<file path="config.mk">
export PLATFORM = sky130hd
export DESIGN_NAME = keypad_scan_ctrl
export DESIGN_NICKNAME = d
export VERILOG_FILES = /design/src/rtl/keypad_scan_ctrl.sv
export SDC_FILE = /design/constraint.sdc
export NUM_CORES = 1
export LEC_CHECK = 0
export ABC_AREA = 1
export CORE_MARGIN = 8
export CORE_UTILIZATION = 55
export DETAILED_ROUTE_END_ITERATION = 10
export PLACE_DENSITY = 0.79
export SLEW_MARGIN = 25
export SYNTH_ARGS = -nofsm -noshare
export SYNTH_HDL_FRONTEND = slang
export SYNTH_SLANG_ARGS = --single-unit
</file>
<file path="constraint.sdc">
create_clock -name clk -period 3.5 [get_ports clk]
set_input_delay 0.7 -clock clk [delete_from_list [all_inputs] [get_ports clk]]
set_output_delay 0.7 -clock clk [all_outputs]
set_load 0.05 [all_outputs]
</file>
<file path="src/rtl/keypad_scan_ctrl.sv">
// 4x4 matrix keypad scanner: drives active-low rows, debounces full-matrix snapshots,
// and reports press/release keycode events through a small valid/ready FIFO.
module keypad_scan_ctrl #(
    parameter int SETTLE_CYCLES  = 512,
    parameter int DEBOUNCE_SCANS = 4,
    parameter int FIFO_DEPTH     = 4
) (
    input  logic        clk,
    input  logic        rst_n,
    input  logic [3:0]  cols,
    output logic [3:0]  rows,
    output logic        ev_valid,
    input  logic        ev_ready,
    output logic [3:0]  ev_key,
    output logic        ev_press,
    output logic [15:0] key_state,
    output logic        overflow
);

    localparam int SET_W = (SETTLE_CYCLES > 1) ? $clog2(SETTLE_CYCLES) : 1;
    localparam int CNT_W = (SET_W > 4) ? SET_W : 4;
    localparam int STB_W = $clog2(DEBOUNCE_SCANS + 1);
    localparam int AW    = $clog2(FIFO_DEPTH);

    localparam logic [CNT_W-1:0] SETTLE_LAST = CNT_W'(SETTLE_CYCLES - 1);
    localparam logic [CNT_W-1:0] EMIT_LAST   = CNT_W'(15);
    localparam logic [STB_W-1:0] DEB_THR     = STB_W'(DEBOUNCE_SCANS);
    localparam logic [AW:0]      DEPTH_V     = (AW + 1)'(FIFO_DEPTH);

    typedef enum logic [1:0] {
        S_SCAN    = 2'd0,
        S_COMPARE = 2'd1,
        S_EMIT    = 2'd2
    } state_e;

    function automatic logic [3:0] key_code(input logic [1:0] row, input logic [1:0] col);
        logic [3:0] code;
        case ({row, col})
            4'd0:    code = 4'd1;
            4'd1:    code = 4'd2;
            4'd2:    code = 4'd3;
            4'd3:    code = 4'd10;
            4'd4:    code = 4'd4;
            4'd5:    code = 4'd5;
            4'd6:    code = 4'd6;
            4'd7:    code = 4'd11;
            4'd8:    code = 4'd7;
            4'd9:    code = 4'd8;
            4'd10:   code = 4'd9;
            4'd11:   code = 4'd12;
            4'd12:   code = 4'd14;
            4'd13:   code = 4'd0;
            4'd14:   code = 4'd15;
            4'd15:   code = 4'd13;
            default: code = 4'd0;
        endcase
        return code;
    endfunction

    function automatic logic [3:0] row_drive(input logic [1:0] row);
        return ~(4'b0001 << row);
    endfunction

    function automatic logic [STB_W-1:0] sat_inc(input logic [STB_W-1:0] v);
        logic [STB_W-1:0] r;
        if (v == {STB_W{1'b1}}) begin
            r = v;
        end else begin
            r = v + STB_W'(1'b1);
        end
        return r;
    endfunction

    state_e           state_q, state_d;
    logic [1:0]       row_q, row_d;
    logic [CNT_W-1:0] cnt_q, cnt_d;
    logic             start_q;
    logic [3:0]       rows_q, rows_d;
    logic [15:0]      snap_q, snap_d;
    logic [15:0]      prev_q, prev_d;
    logic [STB_W-1:0] stb_q, stb_d, stb_new_s;
    logic [15:0]      key_state_q, key_state_d;
    logic             push_s;
    logic [4:0]       push_data_s;
    logic [3:0]       emit_key_s;

    logic [4:0]       mem_q [FIFO_DEPTH];
    logic [AW-1:0]    wr_q, wr_d, rd_q, rd_d;
    logic [AW:0]      count_q, count_d;
    logic             pop_s, full_s, accept_s;
    logic             ev_valid_q, ev_valid_d;
    logic [3:0]       ev_key_q, ev_key_d;
    logic             ev_press_q, ev_press_d;
    logic             overflow_q, overflow_d;

    // Scan/compare/emit sequencing and debounce bookkeeping
    always_comb begin
        state_d     = state_q;
        row_d       = row_q;
        cnt_d       = cnt_q;
        snap_d      = snap_q;
        prev_d      = prev_q;
        stb_d       = stb_q;
        key_state_d = key_state_q;
        push_s      = 1'b0;
        emit_key_s  = cnt_q[3:0];
        push_data_s = {emit_key_s, snap_q[emit_key_s]};
        stb_new_s   = (snap_q == prev_q) ? sat_inc(stb_q) : STB_W'(1'b1);
        case (state_q)
            S_SCAN: begin
                // The cycle right after reset idles with rows released so row 0 gets a full settle window.
                if (start_q) begin
                    cnt_d = cnt_q;
                end else if (cnt_q == SETTLE_LAST) begin
                    for (int c = 0; c < 4; c++) begin
                        snap_d[key_code(row_q, c[1:0])] = ~cols[c];
                    end
                    cnt_d = {CNT_W{1'b0}};
                    if (row_q == 2'd3) begin
                        state_d = S_COMPARE;
                        row_d   = 2'd0;
                    end else begin
                        row_d = row_q + 2'd1;
                    end
                end else begin
                    cnt_d = cnt_q + CNT_W'(1'b1);
                end
            end
            S_COMPARE: begin
                prev_d = snap_q;
                stb_d  = stb_new_s;
                cnt_d  = {CNT_W{1'b0}};
                if ((stb_new_s >= DEB_THR) && (snap_q != key_state_q)) begin
                    state_d = S_EMIT;
                end else begin
                    state_d = S_SCAN;
                end
            end
            S_EMIT: begin
                if (snap_q[emit_key_s] != key_state_q[emit_key_s]) begin
                    push_s                  = 1'b1;
                    key_state_d[emit_key_s] = snap_q[emit_key_s];
                end else begin
                    push_s = 1'b0;
                end
                if (cnt_q == EMIT_LAST) begin
                    state_d = S_SCAN;
                    cnt_d   = {CNT_W{1'b0}};
                end else begin
                    cnt_d = cnt_q + CNT_W'(1'b1);
                end
            end
            default: begin
                state_d = S_SCAN;
                row_d   = 2'd0;
                cnt_d   = {CNT_W{1'b0}};
            end
        endcase
        rows_d = (state_d == S_SCAN) ? row_drive(row_d) : 4'b1111;
    end

    // Event FIFO pointers and registered head; a push into a full FIFO is accepted only alongside a pop
    always_comb begin
        pop_s      = ev_valid_q & ev_ready;
        full_s     = (count_q == DEPTH_V);
        accept_s   = push_s & (~full_s | pop_s);
        overflow_d = push_s & full_s & ~pop_s;
        wr_d       = wr_q;
        rd_d       = rd_q;
        count_d    = count_q;
        if (accept_s) begin
            wr_d = wr_q + AW'(1'b1);
        end else begin
            wr_d = wr_q;
        end
        if (pop_s) begin
            rd_d = rd_q + AW'(1'b1);
        end else begin
            rd_d = rd_q;
        end
        case ({accept_s, pop_s})
            2'b10:   count_d = count_q + (AW + 1)'(1'b1);
            2'b01:   count_d = count_q - (AW + 1)'(1'b1);
            default: count_d = count_q;
        endcase
        ev_valid_d = (count_d != (AW + 1)'(1'b0));
        if (accept_s && (wr_q == rd_d)) begin
            {ev_key_d, ev_press_d} = push_data_s;
        end else begin
            {ev_key_d, ev_press_d} = mem_q[rd_d];
        end
    end

    // State, datapath and output registers
    always_ff @(posedge clk) begin
        if (!rst_n) begin
            state_q     <= S_SCAN;
            row_q       <= 2'd0;
            cnt_q       <= {CNT_W{1'b0}};
            start_q     <= 1'b1;
            rows_q      <= 4'b1111;
            snap_q      <= 16'h0000;
            prev_q      <= 16'h0000;
            stb_q       <= {STB_W{1'b0}};
            key_state_q <= 16'h0000;
            wr_q        <= {AW{1'b0}};
            rd_q        <= {AW{1'b0}};
            count_q     <= {(AW + 1){1'b0}};
            ev_valid_q  <= 1'b0;
            ev_key_q    <= 4'd0;
            ev_press_q  <= 1'b0;
            overflow_q  <= 1'b0;
            for (int i = 0; i < FIFO_DEPTH; i++) begin
                mem_q[i] <= 5'd0;
            end
        end else begin
            state_q     <= state_d;
            row_q       <= row_d;
            cnt_q       <= cnt_d;
            start_q     <= 1'b0;
            rows_q      <= rows_d;
            snap_q      <= snap_d;
            prev_q      <= prev_d;
            stb_q       <= stb_d;
            key_state_q <= key_state_d;
            wr_q        <= wr_d;
            rd_q        <= rd_d;
            count_q     <= count_d;
            ev_valid_q  <= ev_valid_d;
            ev_key_q    <= ev_key_d;
            ev_press_q  <= ev_press_d;
            overflow_q  <= overflow_d;
            if (accept_s) begin
                mem_q[wr_q] <= push_data_s;
            end
        end
    end

    assign rows      = rows_q;
    assign ev_valid  = ev_valid_q;
    assign ev_key    = ev_key_q;
    assign ev_press  = ev_press_q;
    assign key_state = key_state_q;
    assign overflow  = overflow_q;

endmodule

</file>
Word-level counts from Yosys, hierarchy flattened --
Memory sizes are Yosys's and may differ from the RTL's. A register that Yosys moved wholly into a read port is not among the register bits. Cells that the tools add are included.
Storage, ports and cells: flip-flop bits (word level) 78, bits in latches 0, RAM bits 20, bits in read-only memories 0, word-level logic and storage cells 140, memories kept 1
Memories:
- mem_q | depth 4, bits a word 5, read ports 1, clocked after memory_dff 1, write ports 4, line 87 | logic [4:0] mem_q [FIFO_DEPTH];
Operators by class: $add $sub $neg 7, multiply operators 0, div/mod/pow operators 0, $lt $le $gt $ge 11, eq/ne operators 15, shifts and indexed selects 1, mux-type cells 62, bitwise operators 13, reductions and logical operators 16
Operators with widths (count):
- $bwmux 16 | 5
- $pmux 4 s4 | 4
- $mux 4 | 12
- $mux 9 | 3
- $lt 4x5->1 const B | 5
- $demux 1 s4 | 5
- $ge 4x1->1 const B | 5
- $mux 2 | 10
- $pmux 9 s2 | 1
- $eq 16x16->1 | 1
- $ne 16x16->1 | 1
- $mux 1 | 14
- $add 9x1->9 const B | 1
- $eq 9x4->1 const B | 1
- $eq 9x9->1 const B | 1
- $bmux 1 s4 | 2
- $eq 2x2->1 const B | 4
- $not 1->1 | 7
- $add 2x1->2 const B | 3
- $add 3x1->3 const B | 2
- $eq 2x1->1 const B | 3
- $eq 3x3->1 const B | 2
- $logic_and 1x1->1 | 6
- $logic_not 2->1 | 3
- other kinds (19) | 24

Depth between registers and ports, before layout --
Gate-level depths: netlist of run 1.
depth after elaboration 13, gate-level depth with buffers 20, gate-level depth less buffers 18

Worst setup path after synthesis of run 1 --
No wires, ideal clock.
path type register -> register, start reg key_state_q[8], in the netlist key_state[8], end mem mem_q[3][0] (enable), setup time 0.376 ns, arrival 2.026 ns, required time 3.124 ns, slack 1.098 ns, cell stages (with the launch flop) 13, path buffers 0, clock period less this slack 2.402 ns, cells stage by stage dfxtp_1 > inv_1 > nand2_1 > nand3_1 > nand2_1 > nand2_1 > nand2_1 > nor2_4 > nor2_1 > nor2_4 > nand4_2 > inv_1 > nor3_1
RTL lines:
- start: declaration | line 82 | logic [15:0] key_state_q, key_state_d;
- start signal: assignment | line 225 | key_state_q <= key_state_d;
- end: declaration | line 87

Worst setup path in the final report of run 1 --
start reg cnt_q[1], end reg ev_valid_q, in the netlist ev_valid
On the way: cells in the longest elaborated chain, start to end 9
RTL lines:
- start: declaration | line 76 | logic [CNT_W-1:0] cnt_q, cnt_d;
- start signal: assignment | line 199 | cnt_q <= {CNT_W{1'b0}};
- start signal: assignment | line 219 | cnt_q <= cnt_d;
- $bmux 1 s4 | line 140 | if (snap_q[emit_key_s] != key_state_q[emit_key_s]) begin
- $mux 1 (implied by the code) | line 140
- $ne 1x1->1 * | line 140
- $mux 1 * | line 140
- $mux 1 * | line 109 | case (state_q)
- $and 1x1->1 * | line 166 | accept_s = push_s & (~full_s | pop_s);
- $eq 2x1->1 / $eq 2x2->1 (equally long branches) | line 181 | case ({accept_s, pop_s})
- $pmux 3 s2 * | line 181
- $reduce_bool 3->1 * | line 186 | ev_valid_d = (count_d != (AW + 1)'(1'b0));
- end signal: assignment | line 229 | ev_valid_q <= ev_valid_d;
- end: declaration | line 91 | logic ev_valid_q, ev_valid_d;
Mark *: on every way between the ends. The rest lies on a longest branch, timed or not. The select of a mux whose other input is x is not followed. A chain may end at the register's enable or synchronous reset.

==> flow_metrics.py, run 1 <==
metrics = {
    "run_status": {
        "status": "finished, final reports clean",
    },
    "placement": {
        "gp_congestion": 0.876,
        "post-place-ws_ns": 0.797,
        "dp_hpwl_um": 11100,
        "port_buffers": 33,
        "placed_cells": 913,
    },
    "yosys": {
        "synthTopCellsByArea": "dfxtp_1 (30%), edfxtp_1 (11%), nand2_1 (9.5%)",
        "syn_nets": 789,
        "synth.most_common_cell": "nand2_1",
        "synth_fa_ha_area_frac": 0.0441,
        "ys_seq_area_frac": 0.407,
        "syn_area_per_cell_um2": 7.29,
        "synth_top_family_by_area": "simple AND/OR/NAND/NOR gates",
        "synth_compound_area_frac": 0.167,
        "synth_seq_cells": 103,
        "synth_mux_area_frac": 0.00180,
        "synthFlopType": "dfxtp_1",
        "synth_cell_types": 45,
        "synth_edf_count": 20,
        "netlist_instances": 763,
        "synth-xor-area-share": 0.0346,
        "synth_top_area_frac": 0.299,
        "yosysTopAreaCell": "dfxtp_1",
        "async_flop_share": 0,
        "synthTopCellsByCount": "nand2_1 (141), inv_1 (109), nor2_1 (90)",
        "synthSimpleGateAreaFrac": 0.248,
        "yosysWarnings": 0,
        "synth_area_um2": 5560,
    },
    "finish": {
        "fin_util": 0.628,
        "nets": 817,
        "drive_gt1_frac": 0.0528,
        "final-instance-count-excl-fill": 929,
        "fillers": 912,
        "area_growth_syn_to_layout_pct": 10.8,
        "num_antenna_cells": 0,
    },
    "worst_setup_path": {
        "rr_startpoint": "cnt_q[1]$_SDFFE_PN0P_",
        "cp_slowest_cell": "fa_1",
        "crit_fanout": 14,
        "crit_type": "reg -> reg",
        "end_kind": "flop",
        "path_cells": "buf_4, inv_1, nand3_1, nand2_1, nand2_1, nand2_2, inv_1, nand2_1, nand2_2, nand3_4, nand2_1, inv_1, fa_1, nand2_1, o211ai_1, nand3_1, nand3_1",
        "max_stage_delay_ns": 0.41,
        "required_ns": 3.77,
        "r2r-end": "ev_valid$_SDFF_PN0_",
        "r2r_slack_ns": 0.76,
        "cp-start-kind": "flop",
        "crit_path_frequent_cell": "nand2_1",
        "worstPathArrival_ns": 3.01,
        "r2r_cells": 17,
    },
    "clock_network": {
        "cts_resized": 0,
        "postCtsSetupBuffers": 0,
        "clkLatencyLatePin_ns": 0.38,
        "cts_made_buffers": 9,
        "clockRootBuffer": "clkbuf_8",
        "cts_tree": "done",
        "clock_path_buffers": 2,
        "cts_sinks": 103,
        "htree_levels": 3,
        "cts_hold_buf": 0,
        "clk_pin_slew_worst_paths_ns": 0.10,
    },
    "routing": {
        "dr.pass1.iters": 5,
        "routed_wirelength_um": 14700,
        "routed_via_density": 5.54,
        "wire_per_inst_um": 15.8,
        "vias": 5149,
        "first_iter_violations": 412,
        "ant_nets": 0,
        "drc_errors": 0,
    },
    "timing": {
        "fmax_mhz": 365,
        "slew_violations": 0,
        "skew_ns": 0.0116,
        "rsz0062_at_grt": "false",
        "slew_headroom": 0.578,
        "fin_setup_tns_ns": 0,
        "fin_crit_sh": 0.782,
        "finalWorstSetupSlack_ns": 0.762,
        "finalHoldViolCount": 0,
        "worstMarginPinSlew_ns": 0.629,
        "finalCriticalPeriod_ns": 2.74,
        "finalSetupViolCount": 0,
    },
    "floorplanning": {
        "start_util": 0.567,
        "fp.dieH_um": 117,
        "fp-row-count": 36,
        "dieArea_um2": 13600,
        "design.core.area_um2": 9820,
        "die_w_um": 117,
        "ios": 34,
    },
    "worst_hold_path": {
        "holdPathStages": 2,
        "hold_path_class": "reg -> reg",
        "hold_end": "stb_q[2]$_SDFFE_PN0N_",
        "min_from": "stb_q[2]$_SDFFE_PN0N_",
    },
    "grt": {
        "grt_pass1_wl_um": 23700,
        "grt.total_usage": 0.222,
        "grt_antenna_before_repair": 0,
        "grt_start_max_net_pins": 44,
        "grt_overflow": 0,
        "grt_pass1_vias": 4937,
    },
    "pwr": {
        "p_per_area_nw_per_um2": 389,
        "peakVddDrop_mv": 0.183,
        "power_leakage_nw": 2.69,
        "finalPower_mw": 2.40,
    },
    "flow_run": {
        "maxCapViolations": 0,
    },
}
per-stage QoR:
| stage | hold WS, ns | area, um^2 |
|---|---|---|
| after floorplan | 0.458 | 5560 |
| after global placement | 0.469 | 6000 |
| after detailed placement | 0.492 | 6000 |
| after CTS | 0.507 | 6160 |
| after global routing | 0.523 | 6160 |
| final | 0.509 | 6160 |
cell type report:
type                            instances  area [um^2]  share of cell area
Multi-Input combinational cell        524         2760               0.447
Clock inverter                          6         37.5             0.00609
Tap cell                              133          166              0.0270
Sequential cell                       103         2260               0.367
Timing Repair Buffer                   42          393              0.0638
Inverter                              111          419              0.0680
Clock buffer                           10          128              0.0207
kinds of logic after synthesis:
family / Yosys count
xor gates and xnor gates: 22
adders and majority gates: 19
buffers and inverters: 136
muxes: 1
AOI/OAI and AO/OA: 166
and+or+nand+nor: 316
DFF: 103
critical path: cells and delay by family (launching register included):
| kind | cells | cell delay [ns] |
|---|---|---|
| and+or+nand+nor | 11 | 1.16 |
| DFF | 1 | 0.34 |
| buffers and inverters | 4 | 0.62 |
| adders and majority gates | 1 | 0.41 |
| AOI/OAI and AO/OA | 1 | 0.09 |
layer usage:
layer | routed length (um) | track usage
met2 | 6860 | 0.375
met5 | 0 | 0
met1 | 6170 | 0.261
met3 | 1050 | 0.0393
met4 | 573 | 0.126
power by group:
group	switching [mW]	internal, mW
combinational	0.307	0.146
sequential	0.0235	1.25
clock	0.413	0.257
registers in the layout (all words and copies together), names as in the netlist, 3 cells and up:
| register | count |
|---|---|
| mem_q | 20 |
| key_state | 16 |
| prev_q | 16 |
| snap_q | 16 |
| cnt_q | 9 |
| ev_key | 4 |
| rows | 4 |
| count_q | 3 |
| stb_q | 3 |
cell usage in the layout, fill, tap and decap left out, drive strengths merged, types with 20 or more instances in the layout:
cell type      netlist  routed
nand2              148     148
dfxtp               83      83
inv                111     112
xor2                22      22
nor2                95      95
clkdlybuf4s50        0      32
edfxtp              20      20
o21ai               58      58
nand3               38      38
a21oi               69      69
how the worst max path moves through the flow:
stage | from | to | slack (ns) | depth (start not counted)
global route | cnt_q[3]$_SDFFE_PN0P_ | snap_q[10]$_SDFFE_PN0P_ | 0.44 | 17
CTS | cnt_q[1]$_SDFFE_PN0P_ | ev_valid$_SDFF_PN0_ | 0.78 | 17
global placement | cnt_q[1]$_SDFFE_PN0P_ | ev_valid$_SDFF_PN0_ | 0.81 | 17
detailed placement | cnt_q[1]$_SDFFE_PN0P_ | ev_valid$_SDFF_PN0_ | 0.80 | 17
finish | cnt_q[1]$_SDFFE_PN0P_ | ev_valid$_SDFF_PN0_ | 0.76 | 17
floorplan | key_state[8]$_SDFFE_PN0P_ | mem_q[3][0]$_DFFE_PP_ | 1.10 | 12
(Power assumes the default switching activity.)
==> run 2: changes to the inputs <==
==> constraint.sdc (replaced) <==
create_clock -name clk -period 2.57 [get_ports clk]
set_input_delay 0.514 -clock clk [delete_from_list [all_inputs] [get_ports clk]]
set_output_delay 0.514 -clock clk [all_outputs]
set_load 0.05 [all_outputs]
==> run 2 against run 1 <==
Wire length grew 0.61%; first-iteration DRC count is 8.5% higher; worst hold slack got worse by 0.022 ns.
==> flow_metrics.py, run 2 (synthesized netlist as in run 1, its figures left out) <==
metrics = {
    "run_status": {
        "status": "finished, final reports clean",
    },
    "pwr": {
        "peakVddDrop_mv": 0.324,
        "p_per_area_nw_per_um2": 545,
        "power_leakage_nw": 2.83,
    },
    "grt": {
        "grt_start_max_net_pins": 44,
        "grt_pass1_vias": 5044,
        "grt.total_usage": 0.222,
        "grt_pass1_wl_um": 23900,
        "grt_overflow": 0,
        "grt_antenna_before_repair": 0,
    },
    "finish": {
        "fin_util": 0.657,
        "nets": 840,
        "num_antenna_cells": 0,
        "drive_gt1_frac": 0.103,
        "final_common_cell": "nand2_1",
        "largest-register": "mem_q",
        "area_growth_syn_to_layout_pct": 16.0,
        "largest_reg_flops": 20,
        "stdcell_area_um2": 6450,
        "layout_common_cells": "nand2_1 (140), inv_1 (106), nor2_1 (84)",
    },
    "timing": {
        "worstMarginPinSlew_ns": 0.518,
        "fmax_mhz": 433,
        "skew_ns": 0.00739,
        "fin_crit_sh": 0.899,
        "finalCriticalPeriod_ns": 2.31,
        "finalWorstSetupSlack_ns": 0.261,
        "finalHoldViolCount": 0,
        "slew_violations": 0,
        "finalSetupViolCount": 0,
        "slew_headroom": 0.653,
    },
    "clock_network": {
        "cts_made_buffers": 9,
        "clkLatencyLatePin_ns": 0.37,
        "cts_tree": "done",
        "cts_hold_buf": 0,
        "cts_sinks": 103,
        "clock_path_buffers": 2,
        "clockRootBuffer": "clkbuf_8",
        "htree_levels": 3,
        "clk_pin_slew_worst_paths_ns": 0.10,
    },
    "floorplanning": {
        "die_w_um": 117,
        "dieArea_um2": 13600,
        "ios": 34,
        "fp-row-count": 36,
        "fp.dieH_um": 117,
        "design.core.area_um2": 9820,
        "start_util": 0.567,
    },
    "routing": {
        "first_iter_violations": 447,
        "drc_errors": 0,
        "ant_nets": 0,
        "vias": 5290,
        "routed_wirelength_um": 14700,
        "dr.pass1.iters": 5,
        "routed_via_density": 5.56,
        "wire_per_inst_um": 15.5,
    },
    "worst_setup_path": {
        "worstPathArrival_ns": 2.58,
        "crit_type": "reg -> reg",
        "required_ns": 2.84,
        "cp-start-kind": "flop",
        "crit_fanout": 5,
        "end_kind": "flop",
    },
    "placement": {
        "dp_hpwl_um": 11100,
        "post-place-ws_ns": -0.0159,
        "placed_area_um2": 6140,
        "port_buffers": 33,
        "gp_congestion": 0.935,
    },
    "flow_run": {
        "maxCapViolations": 0,
    },
    "worst_hold_path": {
        "hold_path_class": "reg -> reg",
    },
}
## run 2: changes by cell type in the layout (fill, tap and decap cells not counted), sizes merged
cell      delta
buf         +22
bufinv       +2
clkinvlp     +1
clkinv       -2
## run 2: final cells by class
| class | count | area (um^2) |
|---|---|---|
| Clock buffer | 9 | 124 |
| Clock inverter | 7 | 105 |
| Fill cell | 872 | 3360 |
| Inverter | 111 | 428 |
| Multi-Input combinational cell | 524 | 2790 |
| Sequential cell | 103 | 2260 |
| Tap cell | 133 | 166 |
| Timing Repair Buffer | 65 | 576 |
## run 2: stage by stage
stage | power, mW | setup TNS (ns) | hold slack [ns] | instances
finish | 3.52 | 0 | 0.488 | 952
global route | 3.68 | -0.000745 | 0.502 | 952
CTS | 3.52 | 0 | 0.485 | 946
detailed placement | 2.40 | -0.0791 | 0.469 | 930
global placement | 2.38 | 0 | 0.469 | 930
floorplan | 2.22 | 0 | 0.458 | 763
## run 2: worst paths after layout
path	from	to	slack, ns	cells after the start
hold / removal	stb_q[2]$_SDFFE_PN0N_	stb_q[2]$_SDFFE_PN0N_	0.49	2
setup / recovery	cnt_q[2]$_SDFFE_PN0P_	ev_valid$_SDFF_PN0_	0.26	15
setup reg to reg	cnt_q[2]$_SDFFE_PN0P_	ev_valid$_SDFF_PN0_	0.26	15
hold reg to reg	stb_q[2]$_SDFFE_PN0N_	stb_q[2]$_SDFFE_PN0N_	0.49	2
## run 2: power breakdown
group	internal [mW]	total, mW	switching (mW)
logic	0.216	0.645	0.428
clock network	0.561	1.13	0.573
registers	1.71	1.74	0.0340
## run 2: timing repair
item | CTS | global route
setup endpoints to repair | 0 | 28
setup buffers | 0 | 6
gates resized for setup | 0 | 18
endpoints found under the hold margin | 0 | 0
## run 2: metal layers
layer  vias up  GRT usage  share of wire
li1       2605          -              -
met1      2463      0.255           0.41
met2       184      0.383           0.49
met3        38     0.0481          0.068
met4         0      0.111          0.027
met5         -          0              0
## run 2: worst max-delay path, stage by stage, from the launching register on
cell	delay, ns
dfxtp_1	0.32
buf_4	0.15
nor2_1	0.29
nand2_1	0.11
nand2_2	0.12
inv_1	0.05
nand2_1	0.09
nand2_2	0.08
nand3_4	0.08
nand2_2	0.06
inv_1	0.10
fa_2	0.44
inv_1	0.06
nand2_1	0.05
nand3_1	0.11
nand3_1	0.08
